[src/rtl/voice_scheduler.sv]
// voice_scheduler: sample-rate scheduler for the tt6581 voice datapath.
// Divides clk_i down to an audio sample tick. On each tick it runs one frame:
// the shared voice datapath is started for each voice in turn, each voice's
// result is added into an accumulator, and the frame total is published.
//
// Ports:
//   clk_i, rst_ni   system clock, asynchronous active-low reset
//   enable_i        run enable; low holds the tick counter at 0
//   overrun_clr_i   single-cycle clear for overrun_o
//   voice_sel_o     voice currently serviced by the datapath
//   start_o         one-cycle start request to the datapath
//   done_i, voice_i datapath result handshake and data
//   sample_o        last published mix, held between frames
//   sample_valid_o  one-cycle pulse when sample_o updates
//   overrun_o       sticky: a tick arrived while a frame was running
module voice_scheduler #(
  parameter int unsigned NUM_VOICES = 3,
  parameter int unsigned CLK_DIV    = 1000,
  parameter int unsigned VOICE_W    = 10,
  parameter int unsigned MIX_W      = VOICE_W + 2
) (
  input  logic               clk_i,
  input  logic               rst_ni,
  input  logic               enable_i,
  input  logic               overrun_clr_i,
  output logic [1:0]         voice_sel_o,
  output logic               start_o,
  input  logic               done_i,
  input  logic [VOICE_W-1:0] voice_i,
  output logic [MIX_W-1:0]   sample_o,
  output logic               sample_valid_o,
  output logic               overrun_o
);

  localparam int unsigned    CNT_W      = $clog2(CLK_DIV);
  localparam logic [CNT_W-1:0] CNT_MAX  = CNT_W'(CLK_DIV - 1);
  localparam logic [1:0]     LAST_VOICE = 2'(NUM_VOICES - 1);

  // Parameter legality checks at elaboration time.
  if (NUM_VOICES < 1 || NUM_VOICES > 4) begin : g_bad_num_voices
    $error("voice_scheduler: NUM_VOICES must be in 1..4");
  end
  if (CLK_DIV < 2 * NUM_VOICES + 2) begin : g_bad_clk_div
    $error("voice_scheduler: CLK_DIV must be >= 2*NUM_VOICES+2");
  end
  if (MIX_W < VOICE_W) begin : g_bad_mix_w
    $error("voice_scheduler: MIX_W must be >= VOICE_W");
  end

  typedef enum logic [1:0] {
    S_IDLE  = 2'd0,
    S_ISSUE = 2'd1,
    S_WAIT  = 2'd2
  } state_t;

  state_t           state;
  logic [CNT_W-1:0] cnt;
  logic [MIX_W-1:0] acc;
  logic             tick_c;
  logic [MIX_W-1:0] sum_c;

  assign tick_c = enable_i && (cnt == CNT_MAX);
  assign sum_c  = acc + MIX_W'(voice_i);

  // Sample-tick divider; held at 0 while disabled.
  always_ff @(posedge clk_i or negedge rst_ni) begin
    if (!rst_ni) begin
      cnt <= '0;
    end else if (!enable_i || cnt == CNT_MAX) begin
      cnt <= '0;
    end else begin
      cnt <= cnt + CNT_W'(1);
    end
  end

  // Frame sequencer; start_o and sample_valid_o are single-cycle pulses.
  always_ff @(posedge clk_i or negedge rst_ni) begin
    if (!rst_ni) begin
      state          <= S_IDLE;
      acc            <= '0;
      voice_sel_o    <= 2'd0;
      start_o        <= 1'b0;
      sample_o       <= '0;
      sample_valid_o <= 1'b0;
      overrun_o      <= 1'b0;
    end else begin
      start_o        <= 1'b0;
      sample_valid_o <= 1'b0;

      // A tick during a frame is dropped but flagged; set beats clear.
      if (tick_c && state != S_IDLE) begin
        overrun_o <= 1'b1;
      end else if (overrun_clr_i) begin
        overrun_o <= 1'b0;
      end

      case (state)
        S_IDLE: begin
          if (tick_c) begin
            state       <= S_ISSUE;
            acc         <= '0;
            voice_sel_o <= 2'd0;
            start_o     <= 1'b1;
          end
        end
        S_ISSUE: begin
          state <= S_WAIT;
        end
        S_WAIT: begin
          if (done_i) begin
            acc <= sum_c;
            if (voice_sel_o < LAST_VOICE) begin
              voice_sel_o <= voice_sel_o + 2'd1;
              state       <= S_ISSUE;
              start_o     <= 1'b1;
            end else begin
              sample_o       <= sum_c;
              sample_valid_o <= 1'b1;
              state          <= S_IDLE;
            end
          end
        end
        default: begin
          state <= S_IDLE;
        end
      endcase
    end
  end

endmodule

[config.mk]
export PLATFORM = sky130hd
export DESIGN_NAME = voice_scheduler
export DESIGN_NICKNAME = d
export VERILOG_FILES = /design/src/rtl/voice_scheduler.sv
export SDC_FILE = /design/constraint.sdc
export NUM_CORES = 1
export LEC_CHECK = 0
export ABC_CLOCK_PERIOD_IN_PS = 2400
export CAP_MARGIN = 20
export CORE_ASPECT_RATIO = 0.75
export CORE_MARGIN = 4
export CORE_UTILIZATION = 25
export CTS_CLUSTER_SIZE = 28
export DETAILED_ROUTE_END_ITERATION = 7
export SYNTH_ARGS = -nofsm -noshare
export SYNTH_HDL_FRONTEND = slang
export SYNTH_SLANG_ARGS = --single-unit
[constraint.sdc]
create_clock -name clk_i -period 2.4 [get_ports clk_i]
set_input_delay 0.48 -clock clk_i [delete_from_list [all_inputs] [get_ports clk_i]]
set_output_delay 0.48 -clock clk_i [all_outputs]
set_load 0.005 [all_outputs]
==> results of run 1 <==
==> placed cells by master (no fill, tap or decap), drive strengths merged, types with 5 or more instances in the layout <==
master / n
and3: 6
o21ai: 28
inv: 6
xnor2: 6
dfrtp: 41
nor2: 13
clkbuf: 5
ha: 11
buf: 24
a21oi: 7
a21o: 6
xor2: 8
nand3: 6
clkdlybuf4s50: 30
nand2: 33
==> worst max-delay path, cell delays in order <==
cell,delay [ns]
clkdlybuf4s50_1,0.42
ha_2,0.20
fa_2,0.35
a21o_1,0.20
a221oi_2,0.25
nand2_1,0.12
a21o_1,0.17
a221o_1,0.31
==> worst paths after layout <==
check	from	end	slack (ns)	cells past startpoint
hold / removal	rst_ni	sample_o[8]$_DFFE_PN0P_	0.14	1
min in group clk_i	cnt[0]$_DFF_PN0_	cnt[0]$_DFF_PN0_	0.47	1
hold reg to reg	cnt[0]$_DFF_PN0_	cnt[0]$_DFF_PN0_	0.47	1
setup reg to reg	acc[0]$_DFFE_PN0P_	acc[10]$_DFFE_PN0P_	0.32	7
max in group asynchronous	rst_ni	sample_o[0]$_DFFE_PN0P_	1.71	2
setup / recovery	voice_i[0]	acc[10]$_DFFE_PN0P_	0.07	8
==> per-stage QoR <==
| stage | total power (W) | TNS (ns) | util | cell area [sq um] | instances |
|---|---|---|---|---|---|
| after floorplan | 0.00135 | 0 | - | 2160 | 217 |
| after global routing | 0.00259 | -0.00376 | 0.343 | 2900 | 382 |
| final | 0.00242 | 0 | 0.343 | 2900 | 382 |
| after CTS | 0.00244 | 0 | 0.343 | 2900 | 382 |
| after detailed placement | 0.00174 | -2.27 | 0.324 | 2740 | 374 |
| after global placement | 0.00172 | -2.19 | 0.324 | 2740 | 374 |
==> layer usage <==
metal,vias up,share of wire,track usage
li1,898,-,-
met1,834,0.54,0.158
met2,38,0.41,0.160
met3,2,0.042,0.0246
met4,0,0.0052,0.0256
met5,-,0,0
==> what timing repair did <==
| item | in CTS | in global routing |
|---|---|---|
| pin swaps | 2 | 5 |
| endpoints found under the setup margin | 3 | 5 |
| resized for setup | 2 | 4 |
| hold buffers | 0 | 0 |
==> final cells by class <==
class / instances / area [sq um]
Fill cell: 874 / 5550
Multi-Input combinational cell: 166 / 1090
Sequential cell: 41 / 1030
Timing Repair Buffer: 54 / 478
Tap cell: 108 / 135
Clock buffer: 5 / 125
Clock inverter: 3 / 25.0
Inverter: 5 / 18.8
==> power by group through the flow <==
stage | registers [W] | logic (W) | clock network (W)
3_3_place_gp | 0.000869 | 0.000853 | 0
4_1_cts | 0.000861 | 0.000880 | 0.000700
6_report | 0.000859 | 0.000882 | 0.000679
5_1_grt | 0.000877 | 0.000975 | 0.000739
3_5_place_dp | 0.000874 | 0.000867 | 0
2_1_floorplan | 0.000865 | 0.000490 | 0
==> sequential cells by signal (all words and copies together), names as in the netlist <==
signal and flops:
start_o 1, acc 12, voice_sel_o 2, state 2, sample_o 12, cnt 10, overrun_o 1, sample_valid_o 1
==> logic make-up (layout without fill, tap and decap cells) <==
logic type | after synthesis | after routing | synth area share
buffers and inverters | 10 | 67 | 0.0249
xor gates and xnor gates | 14 | 14 | 0.0567
and+or+nand+nor | 75 | 75 | 0.168
DFF | 41 | 41 | 0.475
adders and majority gates | 12 | 12 | 0.0730
AOI/OAI and AO/OA | 65 | 65 | 0.203
==> results_dict.tcl, run 1 <==
set metrics [dict create \
    routed_wirelength_microns 5020 \
    yosysMostFrequentCell "dfrtp_1" \
    drive_above_1_share 0.164 \
    rsz0062_at_grt "yes" \
    cp_data_required_time_ns 2.56 \
    antenna_found_initial 0 \
    yosys.area.top_type_share 0.475 \
    min_path_type "in -> async" \
    synth_edf_count 0 \
    post-place-ws_ns -0.333 \
    netlist_instances 217 \
    ys_seq_elements 41 \
    io_buffers 31 \
    p_sw_frac 0.320 \
    clock_latency_ns 0.28 \
    cts_root_buf "clkbuf_16" \
    path_class "in -> reg" \
    async_reset_ff_frac 1.00 \
    synth_common_cells "41 x dfrtp_1, 33 x nand2_1, 26 x o21ai_0" \
    slew_violations 0 \
    grt_pass1_vias 1783 \
    layout_setup_ws_ns 0.0732 \
    nNetsFinal 300 \
    synth_top_area_cell "dfrtp_1" \
    die_h_microns 88.5 \
    finalSetupViolations 0 \
    wl_per_cell_microns 13.1 \
    fin_worst_skew_ns 0.00597 \
    postRouteAntennaNets 0 \
    cap_violations 0 \
    dp_hpwl_microns 3820 \
    syn_area_sq_um 2160 \
    status "finished clean" \
    std_cell_rows 29 \
    p_seq_frac 0.355 \
    worst_setup_path_end_kind "register" \
    synth_flop_cell "dfrtp_1" \
    p_leak_nw 1.31 \
    via_per_inst 4.64 \
    die_x_microns 115 \
    num_vias 1772 \
    gp_congestion 0.828 \
    hold_ws_ns 0.145 \
    crit_fanout 2 \
    synth.avg_cell_area_sq_um 9.96 \
    track_usage 0.107 \
    hold_viol_final 0 \
    area_delta_synth_final_pct 34.3 \
    post-route-min-period_ns 2.33 \
    first_iter_violations 48 \
    yosysSeqAreaShare 0.475 \
    synthDistinctLibCells 50 \
    synth.yosys.warnings 0 \
    post_cts_buffers 0 \
    drc 0 \
    clk_pin_slew_ns 0.06 \
    startpoint_type "input pin" \
    antenna_cells 0 \
    netSwitchingPower_w 0.000774 \
    tightestPinTransition_ns 0.530 \
    die_area_sq_um 10200 \
    dr.pass1.iters 4 \
    clock_sinks 41 \
    synth_area_leaders "dfrtp_1 47%, ha_1 6.4%, o21ai_0 6.0%" \
    cts_tree "yes" \
    start_util 0.256 \
    relSlewSlack 0.646 \
    powerDensity_nw_per_um2 834 \
    finalCritPeriodShare 0.969 \
    syn_nets 244 \
    numCtsBuffers 5 \
    io-pin-count 32 \
    grt_pass1_wl_microns 8760 \
    fp.coreArea_sq_um 8450 \
    arrival_ns 2.49 \
    htree_num_levels 2 \
    grt-ovfl-total 0 \
    max_freq_mhz 430 \
    clk_path_buf_depth 2 \
    p_int_w 0.00165 \
    pwr-share-comb 0.364 \
    grt_start_max_net_pins 20 \
    ir_worst_vdd_uv 341 \
    clockPowerShare 0.281 \
]
Note: power is estimated with default switching activity, not from simulation.
==> run 2, diff against run 1 <==
- ABC_CLOCK_PERIOD_IN_PS: 2400 -> 2900
- clock period: 2.4 -> 2.9 ns (I/O delays scaled with it)
==> results_dict.tcl, run 2 (same netlist as run 1, synthesis figures left out) <==
set metrics [dict create \
    status "finished clean" \
    cp-startpoint "voice_i[0]" \
    gp_congestion 0.837 \
    die_area_sq_um 10200 \
    cts_resized 0 \
    clockPowerShare 0.300 \
    worst_setup_path_end_kind "register" \
    p_seq_frac 0.372 \
    clk_path_buf_depth 2 \
    cp_data_required_time_ns 3.07 \
    std_cell_rows 29 \
    ir_worst_vdd_uv 258 \
    r2r_cells 7 \
    first_iter_violations 42 \
    netSwitchingPower_w 0.000622 \
    rsz0062_at_grt "no" \
    nNetsFinal 281 \
    dp_hpwl_microns 3590 \
    relSlewSlack 0.646 \
    fin_worst_skew_ns 0.00661 \
    startpoint_type "input pin" \
    clk_pin_slew_ns 0.06 \
    htree_num_levels 2 \
    slew_violations 0 \
    cts_tree "yes" \
    wl_met2_microns 2020 \
    hold_ws_ns 0.136 \
    m1WireLength_microns 2650 \
    max_freq_mhz 378 \
    final_common_cell "dfrtp_1" \
    final.setup.tns_ns 0 \
    post_cts_buffers 0 \
    p_leak_nw 1.23 \
    grt_pass1_vias 1680 \
    p_sw_frac 0.326 \
    antenna_cells 0 \
    r2r_slack_ns 0.62 \
    hold_viol_final 0 \
    dr.pass1.iters 4 \
    arrival_ns 2.81 \
    die_x_microns 115 \
    crit_fanout 3 \
    via_per_inst 4.63 \
    worstSetupEndpoint "acc[10]$_DFFE_PN0P_" \
    cts_root_buf "clkbuf_16" \
    antenna_found_initial 0 \
    grt_start_max_net_pins 42 \
    numCtsBuffers 5 \
    track_usage 0.109 \
    r2r-start "acc[0]$_DFFE_PN0P_" \
    finalCritPeriodShare 0.911 \
    cap_violations 0 \
    grt_pass1_wl_microns 8620 \
    drc 0 \
    wl_per_cell_microns 13.7 \
    routed_wirelength_microns 4960 \
    area_delta_synth_final_pct 27.7 \
    min_path_type "in -> async" \
    clock_sinks 41 \
    powerDensity_nw_per_um2 692 \
    final_cell_mix "41 x dfrtp_1, 33 x nand2_1, 30 x clkdlybuf4s50_1" \
    post-route-min-period_ns 2.64 \
    dr_wl_met3_microns 214 \
    die_h_microns 88.5 \
    postRouteAntennaNets 0 \
    pwr-share-comb 0.328 \
    top_regs "acc: 12 flops, sample_o: 12 flops, cnt: 10 flops" \
    top_layer "met4" \
    start_util 0.256 \
    clock_latency_ns 0.29 \
    finalSetupViolations 0 \
    r2r_end "acc[10]$_DFFE_PN0P_" \
    fp.coreArea_sq_um 8450 \
    ctsHoldBuffers 0 \
    tightestPinTransition_ns 0.530 \
    num_vias 1681 \
    io_buffers 31 \
    grt-ovfl-total 0 \
    p_int_w 0.00129 \
    path_class "in -> reg" \
    io-pin-count 32 \
    drive_above_1_share 0.0863 \
]
run 2: worst min-delay path by stage:
stage | to | slack (ns) | cells after the start
6_report | acc[8]$_DFFE_PN0P_ | 0.14 | 1
5_1_grt | sample_o[8]$_DFFE_PN0P_ | 0.14 | 1
4_1_cts | cnt[0]$_DFF_PN0_ | 0.46 | 1
3_5_place_dp | cnt[0]$_DFF_PN0_ | 0.45 | 1
3_3_place_gp | cnt[0]$_DFF_PN0_ | 0.44 | 1
2_1_floorplan | acc[0]$_DFFE_PN0P_ | 0.28 | 0
run 2: power by group through the flow:
stage | logic (W) | registers, W | clock network [W]
6_report | 0.000625 | 0.000710 | 0.000573
5_1_grt | 0.000702 | 0.000727 | 0.000616
4_1_cts | 0.000626 | 0.000712 | 0.000586
3_5_place_dp | 0.000621 | 0.000722 | 0
3_3_place_gp | 0.000611 | 0.000719 | 0
2_1_floorplan | 0.000405 | 0.000716 | 0
run 2: layout make-up:
class / instances / area (sq um)
Fill cell: 902 / 5700
Multi-Input combinational cell: 166 / 1080
Sequential cell: 41 / 1030
Timing Repair Buffer: 35 / 348
Tap cell: 108 / 135
Clock buffer: 5 / 125
Clock inverter: 3 / 25.0
Inverter: 5 / 18.8
run 2: critical path, stage by stage:
cell	delay (ns)
clkdlybuf4s50_1	0.43
ha_1	0.24
fa_1	0.42
a21o_1	0.25
a221oi_2	0.27
nand2_1	0.14
a21o_1	0.18
a221o_1	0.30
run 2: through the flow:
stage / setup WS (ns) / util / cells / total power, W / area, sq um
finish: 0.257 / 0.326 / 363 / 0.00191 / 2760
global route: 0.154 / 0.326 / 363 / 0.00205 / 2760
CTS: 0.277 / 0.324 / 362 / 0.00192 / 2740
detailed placement: 0.00793 / 0.306 / 354 / 0.00134 / 2590
global placement: 0.0281 / 0.306 / 354 / 0.00133 / 2590
floorplan: 0.497 / - / 217 / 0.00112 / 2160
run 2: layer usage:
layer  track usage  up-vias
li1              -      860
met1         0.161      779
met2         0.154       36
met3        0.0287        6
met4        0.0320        0
met5             0        -
